$ cat src/rtl/counter_modn_down_pkg.sv
// Shared definitions for the counter_modn_down block.
//
// Contents:
//   state_e   - control FSM state encoding (IDLE, COUNT, DONE)
//   clamp_ld  - limits a requested load value to the top of the count range
//
// Optional feature macro used by the block: COUNTER_MODN_DOWN_RELOAD_EN
package counter_modn_down_pkg;

  typedef enum logic [1:0] {
    ST_IDLE  = 2'd0,
    ST_COUNT = 2'd1,
    ST_DONE  = 2'd2
  } state_e;

  // Returns n-1 when the requested value lies outside 0..n-1, else the value.
  // Callers zero-extend into 32 bits and truncate the result back to their
  // own count width, which keeps the helper usable for any modulus.
  function automatic logic [31:0] clamp_ld(input logic [31:0] val,
                                           input int unsigned n);
    logic [31:0] top;
    top = 32'(n - 1);
    if (val > top) return top;
    return val;
  endfunction

endpackage

$ cat src/rtl/counter_modn_down_core.sv
// Bare down-counter register with synchronous reset/clear, load and
// decrement enable, plus a zero flag.
//
// Ports:
//   clk    in   rising-edge clock
//   rst    in   synchronous active-high reset (q -> 0)
//   clr    in   synchronous clear, same effect as rst
//   load   in   load ld_val into the count (beats dec)
//   ld_val in   value to load, Bits wide
//   dec    in   decrement by one; ignored while the count is already 0
//   q      out  current count, registered
//   zero   out  combinational (q == 0)
module counter_modn_down_core
  import counter_modn_down_pkg::*;
#(
  parameter  int unsigned N    = 64,
  localparam int unsigned Bits = $clog2(N)
) (
  input  logic            clk,
  input  logic            rst,
  input  logic            clr,
  input  logic            load,
  input  logic [Bits-1:0] ld_val,
  input  logic            dec,
  output logic [Bits-1:0] q,
  output logic            zero
);

  logic [Bits-1:0] q_q;
  logic [Bits-1:0] q_d;

  // The zero guard means the core never wraps below 0 even if asked to.
  always_comb begin
    q_d = q_q;
    if (load) begin
      q_d = ld_val;
    end else if (dec && (q_q != '0)) begin
      q_d = q_q - Bits'(1);
    end
  end

  always_ff @(posedge clk) begin
    if (rst || clr) begin
      q_q <= '0;
    end else begin
      q_q <= q_d;
    end
  end

  assign q    = q_q;
  assign zero = (q_q == '0);

endmodule

$ cat src/rtl/counter_modn_down.sv
// Loadable mod-N down-counter / timer with a one-cycle completion pulse.
//
// A start in IDLE loads clamp(ld_val) and the counter then decrements on
// each en cycle while in COUNT. Reaching 0 passes through DONE for one cycle
// (done=1) and returns to IDLE. A load of 0 goes straight to DONE.
//
// Ports:
//   clk    in   rising-edge clock
//   rst    in   synchronous active-high reset
//   clr    in   synchronous clear, same effect as rst, beats start/en
//   start  in   load request, accepted only in IDLE
//   ld_val in   initial count (Bits wide), clamped to N-1
//   en     in   decrement enable, honoured only in COUNT
//   q      out  current count, registered
//   busy   out  high while in COUNT, registered
//   done   out  one-cycle completion pulse, registered
//   zero   out  combinational (q == 0)
//
// Optional feature: define COUNTER_MODN_DOWN_RELOAD_EN for periodic mode.
// The clamped load value is kept in a reload register; each time the count
// would step from 1 to 0 it is reloaded instead, done pulses, and the FSM
// stays in COUNT. Reload values of 0 or 1 behave one-shot. Periodic
// operation ends only via clr/rst.
module counter_modn_down
  import counter_modn_down_pkg::*;
#(
  parameter  int unsigned N    = 64,
  localparam int unsigned Bits = $clog2(N)
) (
  input  logic            clk,
  input  logic            rst,
  input  logic            clr,
  input  logic            start,
  input  logic [Bits-1:0] ld_val,
  input  logic            en,
  output logic [Bits-1:0] q,
  output logic            busy,
  output logic            done,
  output logic            zero
);

  state_e          state_q, state_d;
  logic            busy_q, busy_d;
  logic            done_q, done_d;
  logic            core_load;
  logic            core_dec;
  logic [Bits-1:0] core_val;
  logic [Bits-1:0] ld_clamped;
  logic [Bits-1:0] q_int;
  logic            zero_int;

`ifdef COUNTER_MODN_DOWN_RELOAD_EN
  logic [Bits-1:0] reload_q, reload_d;
`endif

  assign ld_clamped = Bits'(clamp_ld(32'(ld_val), N));

  counter_modn_down_core #(
    .N(N)
  ) u_core (
    .clk    (clk),
    .rst    (rst),
    .clr    (clr),
    .load   (core_load),
    .ld_val (core_val),
    .dec    (core_dec),
    .q      (q_int),
    .zero   (zero_int)
  );

  always_comb begin
    state_d   = state_q;
    core_load = 1'b0;
    core_dec  = 1'b0;
    core_val  = ld_clamped;
    done_d    = 1'b0;
`ifdef COUNTER_MODN_DOWN_RELOAD_EN
    reload_d  = reload_q;
`endif
    case (state_q)
      ST_IDLE: begin
        if (start) begin
          core_load = 1'b1;
`ifdef COUNTER_MODN_DOWN_RELOAD_EN
          reload_d  = ld_clamped;
`endif
          state_d   = (ld_clamped == '0) ? ST_DONE : ST_COUNT;
        end
      end
      ST_COUNT: begin
        if (en) begin
          if (q_int == Bits'(1)) begin
`ifdef COUNTER_MODN_DOWN_RELOAD_EN
            // Reload of 1 would pin q at 1 forever, so it finishes one-shot.
            if (reload_q > Bits'(1)) begin
              core_load = 1'b1;
              core_val  = reload_q;
              done_d    = 1'b1;
            end else begin
              core_dec  = 1'b1;
              state_d   = ST_DONE;
            end
`else
            core_dec = 1'b1;
            state_d  = ST_DONE;
`endif
          end else begin
            core_dec = 1'b1;
          end
        end
      end
      ST_DONE: begin
        state_d = ST_IDLE;
      end
      default: begin
        state_d = ST_IDLE;
      end
    endcase
    // done is registered alongside the state so it is high exactly while
    // the FSM sits in DONE (or on a periodic reload edge).
    if (state_d == ST_DONE) begin
      done_d = 1'b1;
    end
    busy_d = (state_d == ST_COUNT);
  end

  always_ff @(posedge clk) begin
    if (rst || clr) begin
      state_q <= ST_IDLE;
      busy_q  <= 1'b0;
      done_q  <= 1'b0;
    end else begin
      state_q <= state_d;
      busy_q  <= busy_d;
      done_q  <= done_d;
    end
  end

`ifdef COUNTER_MODN_DOWN_RELOAD_EN
  // Data-only register: it is always rewritten by the start that leads into
  // COUNT, so it needs no reset.
  always_ff @(posedge clk) begin
    reload_q <= reload_d;
  end
`endif

  assign q    = q_int;
  assign busy = busy_q;
  assign done = done_q;
  assign zero = zero_int;

endmodule

$ cat config.mk
export PLATFORM = sky130hd
export DESIGN_NAME = counter_modn_down
export DESIGN_NICKNAME = d
export VERILOG_FILES = /design/src/rtl/counter_modn_down_pkg.sv /design/src/rtl/counter_modn_down_core.sv /design/src/rtl/counter_modn_down.sv
export SDC_FILE = /design/constraint.sdc
export NUM_CORES = 1
export LEC_CHECK = 0
export CORE_ASPECT_RATIO = 0.8
export CORE_MARGIN = 1
export CORE_UTILIZATION = 30
export DETAILED_ROUTE_END_ITERATION = 8
export GPL_ROUTABILITY_DRIVEN = 0
export PLACE_DENSITY_LB_ADDON = 0.08
export SYNTH_ARGS = -nofsm -noshare
export SYNTH_HDL_FRONTEND = slang
export SYNTH_SLANG_ARGS = --single-unit
$ cat constraint.sdc
create_clock -name clk -period 2.6 [get_ports clk]
set_input_delay 0.52 -clock clk [delete_from_list [all_inputs] [get_ports clk]]
set_output_delay 0.52 -clock clk [all_outputs]
set_load 0.02 [all_outputs]
==> impl_metrics.csv, run 1 <==
group,metric,value,unit
status,status,"finished, final reports clean",
setup_path,critPathLaunchType,"flop",
sta,worst_pin_slew,0.599,ns
yosys,syn_nets,80,
sta,period_needed,2.43,ns
cells_and_area,synthToLayoutAreaGrowth,43.5,%
clock_network,numCtsBuffers,3,
placed_design,placed_cell_area,790,um2
global_route,grt-ovfl-total,0,
clock_network,cts_sinks,10,
clock_network,ctsResizeCount,0,
die,initial_utilization,33.7,%
yosys,syn_area_per_cell,8.72,um2
setup_path,reg2reg_from,"u_core.q[0]",
cells_and_area,multi_input_area,357,um2
setup_path,r2r_end,"u_core.q[1]",
yosys,yosysSeqAreaShare,34.8,%
routing,routedWlPerCell,11.9,um
clock_network,h-tree-depth,1,
setup_path,regToRegSetupSlack,0.98,ns
run,max-cap-violations,0,
die,die_y,41.2,um
cells_and_area,fin_area,826,um2
cells_and_area,final_common_cell,"clkdlybuf4s50_1",
cells_and_area,nets,103,
die,rows,13,
cells_and_area,n_fill_cell,179,
clock_network,cts_max_path_buffers,2,
min_path,hp-class,"reg2reg",
routing,drt-vias-per-instance,5.05,
routing,wirelength,1.31,mm
clock_network,cts_hold_buffers,0,
setup_path,crit_path_max_fanout,7,
setup_path,worst_ep_required_time,2.08,ns
yosys,synth_area,576,um2
clock_network,cts_tree,"done",
power,p_total,0.393,mW
clock_network,clock-root-buffer,"clkbuf_4",
die,fp.dieW,51.0,um
sta,max_freq,412,MHz
clock_network,cts.clk_slew.worst_paths,0.07,ns
routing,drc,0,
setup_path,crit_path_end_kind,"primary output",
yosys,yosys_warnings,0,
routing,drt-pass1-iter-count,2,
sta,period_share,93.3,%
setup_path,r2r_cells,6,
sta,setup_viol,0,
sta,relSlewSlack,59.9,%
routing,num_vias,555,
die,die_area,2100,um2
sta,grt_setup_unrepaired,"no",
global_route,grt_pass1_wl,2.19,mm
global_route,grt_max_degree,10,
yosys,yosysUniqueCellTypes,25,
cells_and_area,seq_area,200,um2
setup_path,arrival,1.91,ns
setup_path,cp-startpoint,"u_core.q[0]",
global_route,antenna_found_initial,0,
routing,drtIter0Drc,12,
min_path,worst_hold_path.endpoint,"u_core.q[4]",
sta,clock_skew,0.00669,ns
yosys,synthFlopType,"dfxtp_1",
power,powerDensity,475,nW/um2
cells_and_area,drive_above_1_share,10.2,%
cells_and_area,layout_common_cells,"clkdlybuf4s50_1 (19), dfxtp_1 (10), nor2_1 (7), a211oi_1 (6)",
clock_network,post-cts-setup-buffers,0,
global_route,grt_usage,15.6,%
setup_path,crit_type,"reg2out",
yosys,synth_edf_count,0,
yosys,syn_inst,66,
die,coreArea,1710,um2
global_route,grt_pass1_vias,456,
yosys,synthArstFlopShare,0,%
placed_design,hpwl,1.02,mm
min_path,hold_depth,2,
routing,postRouteAntennaNets,0,
power,worst_ir_drop_vdd,0.249,mV
min_path,worstHoldStart,"u_core.q[4]",
yosys,synth-seq-cells,10,
sta,drv_slew,0,
clock_network,clock_latency,0.27,ns
placed_design,portBuffers,19,
power,leakage,0.283,nW
sta,hold_viol,0,
sta,tns,0,ns
die,ios,20,
cells_and_area,diodes,0,
critical path, cell delays in order (launching register included):
cell and delay, ns:
dfxtp_1 0.38, inv_1 0.11, ha_1 0.17, nor2b_1 0.21, nand2_1 0.12, inv_1 0.07, clkdlybuf4s50_1 0.59
layout make-up:
class / instances / share of cell area (%)
clock buffer: 4 / 4.39
inverter: 4 / 1.82
multi-input combinational: 51 / 43.2
sequential: 10 / 24.2
tap: 22 / 3.33
timing repair buffer: 19 / 23.0
cells in the mapped netlist, types with 2 or more instances:
| library cell | n | area (um2) |
|---|---|---|
| nor2b_1 | 2 | 12.5 |
| ha_1 | 3 | 37.5 |
| nand4b_1 | 2 | 17.5 |
| a211oi_1 | 6 | 45.0 |
| dfxtp_1 | 10 | 200 |
| nor3_1 | 2 | 10.0 |
| a2111oi_2 | 2 | 30.0 |
| nor4_1 | 3 | 18.8 |
| nand2_1 | 4 | 15.0 |
| o21ai_0 | 4 | 20.0 |
| nand3_1 | 4 | 20.0 |
| nor2_1 | 7 | 26.3 |
| inv_1 | 4 | 15.0 |
| nand4_1 | 2 | 12.5 |
worst max path at each step:
| stage | cells past startpoint | slack [ns] | to |
|---|---|---|---|
| 3_3_place_gp | 6 | 0.53 | zero |
| 2_1_floorplan | 5 | 0.90 | zero |
| 3_5_place_dp | 6 | 0.45 | zero |
| 5_1_grt | 6 | 0.06 | zero |
| 4_1_cts | 6 | 0.14 | zero |
| 6_report | 6 | 0.17 | zero |
per-layer routing:
layer	track usage, %	wire length [um]	up-vias	part of all wire, %
met2	23.7	522	11	40
li1	-	-	294	-
met1	19.0	690	245	53
met3	6.67	69	5	5.3
met5	0	0	-	0
met4	8.33	32	0	2.4
sequential cells by signal (all words and copies together), names as in the netlist:
name      count
u_core.q      6
state_q       2
busy          1
done          1
cell families after synthesis:
kind of cell	count (synthesis)	synth area share [%]
compound gates	15	19.6
simple gates	32	34.1
mux	1	1.74
flops	10	34.8
fa+ha+maj	3	6.52
buf+inv	5	3.26
where the power goes:
part           internal [mW]  total, mW  switching (mW)
combinational         0.0419     0.0842          0.0423
clock                 0.0851      0.141          0.0562
sequential             0.159      0.167         0.00809
total                  0.286      0.393           0.107
through the flow:
| step | setup slack, ns | cells | util [%] | hold slack, ns |
|---|---|---|---|---|
| after detailed placement | 0.451 | 106 | 46.2 | 0.535 |
| final | 0.173 | 110 | 48.4 | 0.539 |
| after global routing | 0.0620 | 110 | 48.4 | 0.579 |
| after floorplan | 0.900 | 66 | - | 0.519 |
| after CTS | 0.145 | 110 | 48.4 | 0.546 |
| after global placement | 0.525 | 106 | 46.2 | 0.530 |
Power figures use the tool's default switching activity.
==> run 2, diff against run 1 <==
--- a/config.mk
+++ b/config.mk
@@ -5,9 +5,12 @@
 export SDC_FILE = /design/constraint.sdc
 export NUM_CORES = 1
 export LEC_CHECK = 0
+export CAP_MARGIN = 10
+export CELL_PAD_IN_SITES_DETAIL_PLACEMENT = 0
+export CELL_PAD_IN_SITES_GLOBAL_PLACEMENT = 2
 export CORE_ASPECT_RATIO = 0.8
 export CORE_MARGIN = 1
-export CORE_UTILIZATION = 30
+export CORE_UTILIZATION = 24
 export DETAILED_ROUTE_END_ITERATION = 8
 export GPL_ROUTABILITY_DRIVEN = 0
 export PLACE_DENSITY_LB_ADDON = 0.08
==> constraint.sdc (replaced) <==
create_clock -name clk -period 2.44 [get_ports clk]
set_input_delay 0.488 -clock clk [delete_from_list [all_inputs] [get_ports clk]]
set_output_delay 0.488 -clock clk [all_outputs]
set_load 0.02 [all_outputs]
==> impl_metrics.csv, run 2 (synthesized netlist as in run 1, its figures left out) <==
group,metric,value,unit
cells_and_area,seq_area,201,um2
setup_path,crit_path_end_kind,"primary output",
sta,worst_pin_slew,0.374,ns
clock_network,cts_sinks,10,
sta,drv_slew,0,
setup_path,cp_top_family,"flip-flops",
die,coreArea,2210,um2
global_route,grt_max_degree,10,
clock_network,ctsResizeCount,0,
sta,tns,0,ns
global_route,grt-ovfl-total,0,
die,initial_utilization,26.0,%
setup_path,crit_path_max_fanout,5,
sta,setup_viol,0,
sta,relSlewSlack,75.0,%
setup_path,critPathLaunchType,"flop",
setup_path,r2r_cells,6,
setup_path,critPathMaxStageDelay,0.42,ns
status,status,"finished, final reports clean",
setup_path,cpMaxStageDelayCell,"dfxtp_1",
global_route,grt_pass1_wl,2.46,mm
routing,wirelength,1.65,mm
setup_path,crit_type,"reg2out",
die,rows,15,
sta,max_freq,497,MHz
global_route,grt_pass1_vias,505,
sta,hold_viol,0,
routing,drt-vias-per-instance,5.01,
setup_path,cp-endpoint,"zero",
cells_and_area,fin_util,38.1,%
setup_path,cp-startpoint,"u_core.q[1]",
cells_and_area,n_fill_cell,236,
power,powerDensity,508,nW/um2
clock_network,cts_max_path_buffers,2,
clock_network,clock_latency,0.27,ns
routing,drt-pass1-iter-count,4,
clock_network,h-tree-depth,1,
run,max-cap-violations,0,
cells_and_area,nets,104,
routing,drtIter0Drc,10,
sta,period_share,82.5,%
power,p_total,0.429,mW
cells_and_area,largest_reg_flops,6,
sta,clock_skew,0.00168,ns
global_route,antenna_found_initial,0,
cells_and_area,drive_above_1_share,13.5,%
cells_and_area,multi_input_area,359,um2
sta,period_needed,2.01,ns
clock_network,cts_tree,"done",
clock_network,numCtsBuffers,3,
cells_and_area,synthToLayoutAreaGrowth,46.5,%
sta,grt_setup_unrepaired,"no",
die,ios,20,
setup_path,cpMostUsedCell,"inv_1",
setup_path,reg2reg_from,"u_core.q[1]",
cells_and_area,diodes,0,
setup_path,critical_path_cell_count,6,
clock_network,clock-root-buffer,"clkbuf_4",
routing,postRouteAntennaNets,0,
power,worst_ir_drop_vdd,0.232,mV
placed_design,portBuffers,19,
die,fp.dieW,56.8,um
setup_path,r2r_end,"u_core.q[1]",
routing,drc,0,
power,leakage,0.298,nW
setup_path,regToRegSetupSlack,0.91,ns
routing,routedWlPerCell,14.5,um
die,die_area,2600,um2
cells_and_area,final_common_cell,"clkdlybuf4s50_1",
min_path,hp-class,"reg2reg",
placed_design,hpwl,1.23,mm
setup_path,arrival,1.53,ns
routing,num_vias,571,
clock_network,cts.clk_slew.worst_paths,0.07,ns
clock_network,post-cts-setup-buffers,0,
sta,holdWs,0.529,ns
clock_network,cts_hold_buffers,0,
setup_path,worst_ep_required_time,1.95,ns
setup_path,crit_buf_inv,3,
cells_and_area,layout_common_cells,"clkdlybuf4s50_1 (18), dfxtp_1 (9), nor2_1 (7), a211oi_1 (6)",
global_route,grt_usage,13.6,%
setup_path,cp_cell_sequence,"inv_1, ha_1, nor2b_2, nand2_1, inv_1, dlymetal6s2s_1",
die,die_y,45.8,um
[run 2: cell types whose count changed in the layout (fill, tap and decap cells not counted)]
cell / change
buf_4: +1
dfxtp_2: +1
dlymetal6s2s_1: +1
dfxtp_1: -1
clkdlybuf4s50_1: -1
nor2b_2: +1
nor2b_1: -1
[run 2: cell type report]
cell class | count | area share, %
multi-input cells | 51 | 42.6
well taps | 25 | 3.71
clock buffers | 4 | 4.30
flip-flops and latches | 10 | 23.9
repair buffers | 20 | 23.7
inverters | 4 | 1.78
[run 2: report_power, final]
| group | internal [mW] | switching, mW | total, mW |
|---|---|---|---|
| combinational | 0.0459 | 0.0476 | 0.0935 |
| sequential | 0.169 | 0.00935 | 0.179 |
| clock | 0.0907 | 0.0658 | 0.156 |
| total | 0.306 | 0.123 | 0.429 |
[run 2: metal layers]
layer | share of wire [%] | vias up | GRT usage, %
met5 | 0 | - | 0
met4 | 1.1 | 0 | 4.39
met3 | 6.4 | 4 | 6.53
met2 | 44 | 19 | 21.7
met1 | 48 | 251 | 16.4
li1 | - | 297 | -
[run 2: worst min path at each step]
stage                startpoint           to  slack [ns]  cells past startpoint
floorplan            state_q[1]         done        0.52                      1
global placement    u_core.q[4]  u_core.q[4]        0.54                      2
detailed placement  u_core.q[4]  u_core.q[4]        0.55                      2
CTS                 u_core.q[4]  u_core.q[4]        0.56                      2
global route        u_core.q[0]  u_core.q[0]        0.55                      1
finish              u_core.q[0]  u_core.q[0]        0.53                      1
[run 2: stage by stage]
stage	std cells	setup slack, ns	area [um2]
finish	114	0.426	843
global route	114	0.293	843
CTS	114	0.0193	837
detailed placement	110	0.329	801
global placement	110	0.382	801
floorplan	66	0.772	576
[run 2: worst register-to-register path, stage by stage, from the launching register on]
cell      delay (ns)
dfxtp_1         0.42
inv_1           0.11
ha_1            0.21
nor2b_2         0.17
a21oi_1         0.27
nor3_1          0.08
a211oi_1        0.20
